$ cat config.mk
export PLATFORM = sky130hd
export DESIGN_NAME = pipe_chain
export DESIGN_NICKNAME = d
export VERILOG_FILES = /design/src/rtl/pipe_chain.sv
export SDC_FILE = /design/constraint.sdc
export NUM_CORES = 1
export LEC_CHECK = 0
export CAP_MARGIN = 25
export CORE_ASPECT_RATIO = 1.5
export CORE_MARGIN = 8
export CORE_UTILIZATION = 50
export DETAILED_ROUTE_END_ITERATION = 8
export GPL_TIMING_DRIVEN = 0
export HOLD_SLACK_MARGIN = 0.05
export PLACE_DENSITY = 0.73
export SYNTH_ARGS = -nofsm -noshare
export SYNTH_HDL_FRONTEND = slang
export SYNTH_SLANG_ARGS = --single-unit
$ cat constraint.sdc
create_clock -name clk -period 9.4 [get_ports clk]
set_input_delay 1.41 -clock clk [delete_from_list [all_inputs] [get_ports clk]]
set_output_delay 1.41 -clock clk [all_outputs]
set_load 0.02 [all_outputs]
$ cat src/rtl/pipe_chain.sv
// pipe_chain: elastic valid/ready pipeline with bubble collapse, hold and per-stage flush.
// Define PIPE_CHAIN_SKID_EN to add a one-entry output skid register.
module pipe_chain #(
  parameter int WIDTH = 32,
  parameter int DEPTH = 5
) (
  input  logic             clk,
  input  logic             rst_n,
  input  logic             in_valid,
  output logic             in_ready,
  input  logic [WIDTH-1:0] in_data,
  output logic             out_valid,
  input  logic             out_ready,
  output logic [WIDTH-1:0] out_data,
  input  logic             hold,
  input  logic [DEPTH-1:0] flush_mask,
  output logic [3:0]       occupancy,
  output logic [15:0]      drop_cnt
);

  logic [WIDTH-1:0] data_q [DEPTH];
  logic [WIDTH-1:0] src_d  [DEPTH];
  logic [DEPTH-1:0] valid_q;
  logic [DEPTH-1:0] v;
  logic [DEPTH-1:0] src_v;
  logic [DEPTH:0]   rdy;
  logic             tail_rdy;
  logic [3:0]       held_n;
  logic [3:0]       kill_n;
  logic [15:0]      drop_q;
  logic [16:0]      drop_sum;

  assign v        = valid_q & ~flush_mask;
  assign in_ready = rdy[0] & ~hold;
  assign drop_cnt = drop_q;
  assign drop_sum = {1'b0, drop_q} + {13'd0, kill_n};

  // ready ripples back from the tail; an empty stage is always ready
  always_comb begin
    logic r;
    rdy = '0;
    r = tail_rdy;
    rdy[DEPTH] = r;
    for (int i = DEPTH - 1; i >= 0; i--) begin
      r = ~v[i] | r;
      rdy[i] = r;
    end
  end

  // each stage's source: the input for stage 0, the previous stage otherwise
  always_comb begin
    src_v = {v[DEPTH-2:0], in_valid};
    src_d[0] = in_data;
    for (int i = 1; i < DEPTH; i++) begin
      src_d[i] = data_q[i-1];
    end
  end

  // stored and flushed entry counts
  always_comb begin
    held_n = '0;
    kill_n = '0;
    for (int i = 0; i < DEPTH; i++) begin
      held_n = held_n + 4'(valid_q[i]);
      kill_n = kill_n + 4'(valid_q[i] & flush_mask[i]);
    end
  end

  // stage registers: advance when ready, otherwise keep the surviving item
  always_ff @(posedge clk or negedge rst_n) begin
    if (!rst_n) begin
      valid_q <= '0;
      for (int i = 0; i < DEPTH; i++) begin
        data_q[i] <= '0;
      end
    end else begin
      for (int i = 0; i < DEPTH; i++) begin
        if (!hold && rdy[i]) begin
          valid_q[i] <= src_v[i];
          if (src_v[i]) begin
            data_q[i] <= src_d[i];
          end
        end else begin
          valid_q[i] <= v[i];
        end
      end
    end
  end

  // saturating count of killed items
  always_ff @(posedge clk or negedge rst_n) begin
    if (!rst_n) begin
      drop_q <= '0;
    end else if (drop_sum[16]) begin
      drop_q <= 16'hFFFF;
    end else begin
      drop_q <= drop_sum[15:0];
    end
  end

`ifdef PIPE_CHAIN_SKID_EN
  logic             skid_v;
  logic [WIDTH-1:0] skid_d;

  assign tail_rdy  = ~skid_v;
  assign out_valid = (skid_v | v[DEPTH-1]) & ~hold;
  assign out_data  = skid_v ? skid_d : data_q[DEPTH-1];
  assign occupancy = held_n + 4'(skid_v);

  // skid catches an undelivered tail item and drains when downstream accepts
  always_ff @(posedge clk or negedge rst_n) begin
    if (!rst_n) begin
      skid_v <= 1'b0;
      skid_d <= '0;
    end else if (!hold) begin
      if (skid_v) begin
        if (out_ready) begin
          skid_v <= 1'b0;
        end
      end else if (v[DEPTH-1] && !out_ready) begin
        skid_v <= 1'b1;
        skid_d <= data_q[DEPTH-1];
      end
    end
  end
`else
  assign tail_rdy  = out_ready;
  assign out_valid = v[DEPTH-1] & ~hold;
  assign out_data  = data_q[DEPTH-1];
  assign occupancy = held_n;
`endif

endmodule

==> run metrics, run 1 <==
number of setup violations in the final report=0; gpl congestion=0.790; RR Startpoint=valid_q[0]$_DFF_PN0_; Yosys warnings=0; WP data required=7990 ps; Net Sw Frac=25.2%; area leader, netlist=dfrtp_1; Final Skew=9.99 ps; Seq pwr share=50.8%; Nets=658; post-synth cell types=42; cell area after synthesis=7600 µm²; postcts setup bufs=0; TritonCTS Buffers=17; vias in the first global route=4,555; post-DP HPWL=9800 µm; Clock Sinks=181; initial antenna violation count=0; count leader, synth=dfrtp_1; Hold Crit Class=reg2reg; hold path endpoint=data_q[70]$_DFFE_PN0P_; startpoint types=primary input; RSZ-0062 raised after global routing=no; delay-heaviest family, CP=buffers and inverters; top_reg_cell synth=dfrtp_1; worst rel slew slack=63.2%; clock slew at reported path FFs=70 ps; worst slack, placed=4530 ps; P_sw=0.000499 W; worst-path cell chain=clkdlybuf4s50_1 -> nor4bb_2 -> and4b_4 -> a21oi_1 -> clkdlybuf4s50_1; number of fill cells=1,216; Area contributors post-synth=dfrtp_1, mux2_2, mux2_4, mux2_1, buf_4; R2R Path End=drop_cnt[11]$_DFF_PN0_; clk buf depth=2; max incr delay on CP=580 ps; Post-Syn Instances=492; crit end category=primary output; Crit-path slowest cell=clkdlybuf4s50_1; Commonest cells post-synth=dfrtp_1, mux2_2, buf_4; grt ovf=0; clock share of power=34.7%; P_int=0.00148 W; FFs w/ async S/R, synth=100%; via total after detailed routing=4,159; Core Region=15,000 µm²; Final Max Tran Viols=0; Chip Width=117 µm; WL final=13,800 µm; I/O Pins=96; fmax=0.218 GHz; cts hold-fix bufs=0; area share of the largest cell type after synthesis=59.6%; VDD IR-drop max=0.116 mV; Die H=167 µm; CP bufs+invs=2; largest net degree at the start of global routing=112; min cycle time layout=4600 ps; CTS tree=built; ANT nets after route=0; First DRT Iteration DRCs=187; Worst-Skew Late Latency=420 ps; status=completed; FF+latch count, synth=181; Pre-antenna DRT Iters=4; gr usage total=15.1%; root buffer cell=clkbuf_16; Std-Cell Rows=55; CTS H-tree depth=4; min-delay src=data_q[70]$_DFFE_PN0P_; crit share post-route=48.9%; Worst R2R Path Depth=9; pwr dens=211 nW/µm²; drt via density=5.09; final worst slack=4800 ps; final core occ=62.6%; layout cell share with drive strength beyond 1=36.2%; initial core utilization=50.7%; crit-path max FO=4; DR WL/cell=16.8 µm; Syn Nets=544; R2R setup slack=5990 ps; Worst Hold Path Cells=1; Mapped Avg Cell Area=15.4 µm²; # diodes=0; worst hold margin=492 ps; Seq/Total Area, Yosys=59.6%; WP data arrival=3190 ps; Final Hold Fails=0; worst slew pin tran=552 ps; Combinational Power Share=14.5%; Area Overhead vs Synth=23.6%; first-pass GRT wire length=23,000 µm; drt drc=0; max-cap violations=0; most used cell along the critical path=clkdlybuf4s50_1; EDFF count, synth=0; Leak=4.39 nW; Crit Path Class=in2out; # resized after CTS=0; IO buf count=94; full die area=19,500 µm²
## state kept, by name (all words and copies together), names as in the netlist
signal,cells
data_q,128
out_data,32
drop_cnt,16
valid_q,5
## logic make-up (layout without fill, tap and decap cells)
kind of cell             after synthesis  count (layout)  share of synthesized area (%)
multiplexers                         164             164                           25.8
flip-flops                           181             181                           59.6
AO/OA/AOI/OAI                         28              28                           2.34
adder cells (fa/ha/maj)               10              10                           2.14
other                                  1               1                         0.0493
XOR/XNOR                               4               4                          0.461
AND/OR/NAND/NOR                       54              54                           4.59
buffers and inverters                 50             176                           5.04
## per-layer routing
layer	up-vias	GRT usage [%]	wire length [µm]
met5	-	0	0
met4	0	4.92	208
met3	20	3.69	608
met2	78	26.1	7220
met1	2140	17.9	5720
li1	1921	-	-
## metrics by stage
stage                     area, µm²  power, W  setup TNS (ps)  instances
final                          9390   0.00198               0        817
after global routing           9390   0.00208               0        817
after CTS                      9390   0.00200               0        817
after detailed placement       8820   0.00131               0        786
after global placement         8790   0.00129          -14560        785
after floorplan                7600   0.00120               0        492
## worst reg2reg max path: stages, from the launching register on
cell and delay (ps):
dfrtp_1 410, and2_1 180, fa_1 480, fa_1 500, ha_1 240, fa_1 440
a21oi_1 420, nor2_1 150, a21bo_2 240, mux2_2 250
## final cells by class
type | count | area [µm²] | area share, %
sequential | 181 | 4530 | 48.2
inverter | 1 | 3.75 | 0.0400
timing repair buffer | 95 | 973 | 10.4
multi-input combinational | 261 | 2690 | 28.6
clock inverter | 13 | 143 | 1.52
clock buffer | 18 | 429 | 4.57
buffer | 49 | 379 | 4.04
tap | 199 | 249 | 2.65
## power groups by stage
| stage | logic, W | clock network (W) | registers (W) |
|---|---|---|---|
| after detailed placement | 0.000290 | 0 | 0.00102 |
| after global placement | 0.000274 | 0 | 0.00101 |
| after floorplan | 0.000189 | 0 | 0.00101 |
| after global routing | 0.000316 | 0.000734 | 0.00103 |
| after CTS | 0.000292 | 0.000702 | 0.00101 |
| final | 0.000286 | 0.000687 | 0.00101 |
## placed cells by master (no fill, tap or decap), drive strengths merged, types with 2 or more instances in the layout
cell	n
a21oi	11
nor3	2
nand3	4
mux2	164
and2	6
and3	2
o21ai	6
fa	5
nor3b	2
xnor2	3
a21o	2
dfrtp	181
a31oi	2
nor2b	5
clkdlybuf4s50	93
nor2	6
ha	5
inv	7
nand4	4
nand2	12
a41oi	2
clkinv	2
buf	50
clkbuf	19
nand2b	7
clkinvlp	4
## worst max-delay path by stage
stage | startpoint | endpoint | slack [ps] | depth (start not counted)
after floorplan | flush_mask[0] | drop_cnt[11]$_DFF_PN0_ | 5250 | 9
after global placement | rst_n | data_q[154]$_DFFE_PN0P_ | -100 | 1
after detailed placement | flush_mask[2] | drop_cnt[11]$_DFF_PN0_ | 4530 | 10
after CTS | flush_mask[4] | in_ready | 4780 | 5
after global routing | flush_mask[3] | in_ready | 4700 | 5
final | flush_mask[2] | in_ready | 4800 | 5
Note: power is estimated with default switching activity, not from simulation.
==> run 2, diff against run 1 <==
PLACE_DENSITY = 0.76   (was 0.73)
clock period = 3.7 ns   (was 9.4 ns; I/O delays follow)
==> run 2 against run 1 <==
  * Non-clock buffer count increased by 1
  * Combinational power grew to 2.6 times the previous value
  * Critical path type is now in2reg
  * Die area is the same
  * Clock power rose to 2.5 times the previous value
  * Cell count rose by 0.24%
  * Sequential share of layout area down 0.090 points
  * Total power rose to 2.5 times the previous value
  * Via count fell by 0.34%
  * Wire length decreased by 0.31%
  * Critical endpoint is now drop_cnt[11]$_DFF_PN0_
  * Largest power group unchanged
  * Clock skew grew 2.1 ps
  * Critical path depth increased by 5
==> run metrics, run 2 (synthesis gave the netlist of run 1 again) <==
layout cell share with drive strength beyond 1=36.6% (+0.37 points); Final Skew=12.1 ps (+2.08 ps); ANT nets after route=0 (unchanged); full die area=19,500 µm² (unchanged); Pre-antenna DRT Iters=4 (unchanged); P_sw=0.00130 W (+160%); Chip Width=117 µm (unchanged); IO buf count=94 (unchanged); Combinational Power Share=14.6% (about the same); CP bufs+invs=1 (-1); Crit-path slowest cell=clkdlybuf4s50_1; WL final=13,700 µm (-0.31%); Nets=659 (+0.15%); worst slack, placed=-284 ps (-4810 ps); postcts setup bufs=0 (unchanged); drt drc=0 (unchanged); post-DP HPWL=9810 µm (about the same); initial antenna violation count=0 (unchanged); startpoint types=primary input; RSZ-0062 raised after global routing=no; DR WL/cell=16.7 µm (-0.55%); clock slew at reported path FFs=70 ps (about the same); worst slew pin tran=641 ps (+88.3 ps); drt via density=5.06 (-0.58%); Largest register FFs=128 (unchanged); Hold Crit Class=reg2reg; WP data required=4000 ps (-3990 ps); I/O Pins=96 (unchanged); delay-heaviest family, CP=adder cells; CTS tree=built; Core Region=15,000 µm² (unchanged); worst-path cell chain=clkdlybuf4s50_1 -> and2_1 -> fa_1 -> fa_1 -> ha_1 -> fa_1 -> a21oi_2 -> nor2_1 -> a21bo_2 -> mux2_2; pwr dens=534 nW/µm² (+150%); initial core utilization=50.7% (unchanged); final core occ=62.7% (+0.12 points); worst rel slew slack=57.3% (-5.9 points); status=completed; CTS H-tree depth=4 (unchanged); P_int=0.00372 W (+150%); min cycle time layout=3420 ps; vias in the first global route=4,481 (-1.6%); TritonCTS Buffers=17 (unchanged); grt ovf=0 (unchanged); most used cell along the critical path=fa_1; Std-Cell Rows=55 (unchanged); crit end category=register; clk buf depth=2 (unchanged); WP data arrival=3720 ps (+530 ps); first-pass GRT wire length=23,000 µm (-0.27%); fmax=0.292 GHz; Crit Path Class=in2reg; Die H=167 µm (unchanged); VDD IR-drop max=0.322 mV (+180%); max incr delay on CP=510 ps (-70 ps); root buffer cell=clkbuf_16; # diodes=0 (unchanged); largest reg by FF count=data_q; gr usage total=15.1% (-0.031 points); via total after detailed routing=4,145 (-0.34%); Area Overhead vs Synth=23.8%; max-cap violations=0 (unchanged); Seq pwr share=51.0% (+0.2 points); Leak=4.41 nW (+0.37%); crit-path max FO=5 (+1); Net Sw Frac=25.9% (+0.63 points); gpl congestion=0.785 (-0.63%); final worst slack=281 ps (-4520 ps); Final Hold Fails=0 (unchanged); number of setup violations in the final report=0 (unchanged); First DRT Iteration DRCs=156 (-17%); crit share post-route=92.4%; Clock Sinks=181 (unchanged); clock share of power=34.4% (-0.3 points); most common cell after layout, fill and taps aside=dfrtp_1; largest net degree at the start of global routing=134 (+20%); Final Max Tran Viols=0 (unchanged); most frequent cells in the layout=dfrtp_1, mux2_2, clkdlybuf4s50_1; Worst-Skew Late Latency=420 ps (about the same)
[run 2: final cells by class]
cell class	count	area (µm²)
plain buffers	49	379
clock buffers	18	439
clock inverters	14	136
fillers	1165	5590
inverters	1	3.75
multi-input cells	261	2690
flip-flops and latches	181	4530
well taps	199	249
repair buffers	96	983
[run 2: worst reg2reg max path, cell delays in order (launching register included)]
cell and delay, ps:
dfrtp_1 400, and2_1 180, fa_1 490, fa_1 510, ha_1 250, fa_1 450, a21oi_2 280, nor2_1 110
a21bo_2 220, mux2_2 250
[run 2: path summary, 6_finish.rpt]
kind | from | end | slack, ps | depth (start not counted)
setup / recovery | flush_mask[2] | drop_cnt[11]$_DFF_PN0_ | 280 | 10
hold / removal | data_q[147]$_DFFE_PN0P_ | data_q[147]$_DFFE_PN0P_ | 490 | 1
setup reg to reg | valid_q[0]$_DFF_PN0_ | drop_cnt[11]$_DFF_PN0_ | 460 | 9
hold reg to reg | data_q[147]$_DFFE_PN0P_ | data_q[147]$_DFFE_PN0P_ | 490 | 1
max in group asynchronous | rst_n | out_data[8]$_DFFE_PN0P_ | 2130 | 3
min in group asynchronous | rst_n | data_q[133]$_DFFE_PN0P_ | 630 | 2
[run 2: timing repair]
| item | 4_1_cts | 5_1_grt |
|---|---|---|
| hold buffers | 1 | 0 |
| resized for setup | 0 | 1 |
| setup endpoints to repair | 0 | 1 |
| hold endpoints to repair | 48 | 0 |
[run 2: stage by stage]
stage	instances	TNS [ps]	power [W]	hold WS [ps]	instance area [µm²]
global placement	785	-879940	0.00327	472	8790
finish	819	0	0.00502	493	9410
detailed placement	786	-2300	0.00334	481	8820
global route	819	0	0.00527	513	9410
CTS	819	0	0.00508	497	9410
floorplan	492	0	0.00304	259	7600
[run 2: power groups by stage]
| stage | clock network, W | logic, W | registers, W |
|---|---|---|---|
| after global placement | 0 | 0.000700 | 0.00257 |
| final | 0.00173 | 0.000732 | 0.00256 |
| after global routing | 0.00185 | 0.000804 | 0.00261 |
| after floorplan | 0 | 0.000479 | 0.00256 |
| after CTS | 0.00177 | 0.000746 | 0.00256 |
| after detailed placement | 0 | 0.000742 | 0.00260 |
[run 2: layer usage]
metal | up-vias | track usage, % | part of all wire, %
li1 | 1918 | - | -
met1 | 2151 | 18.5 | 42
met2 | 66 | 25.5 | 53
met3 | 10 | 3.80 | 3.7
met4 | 0 | 4.53 | 1.1
met5 | - | 0 | 0
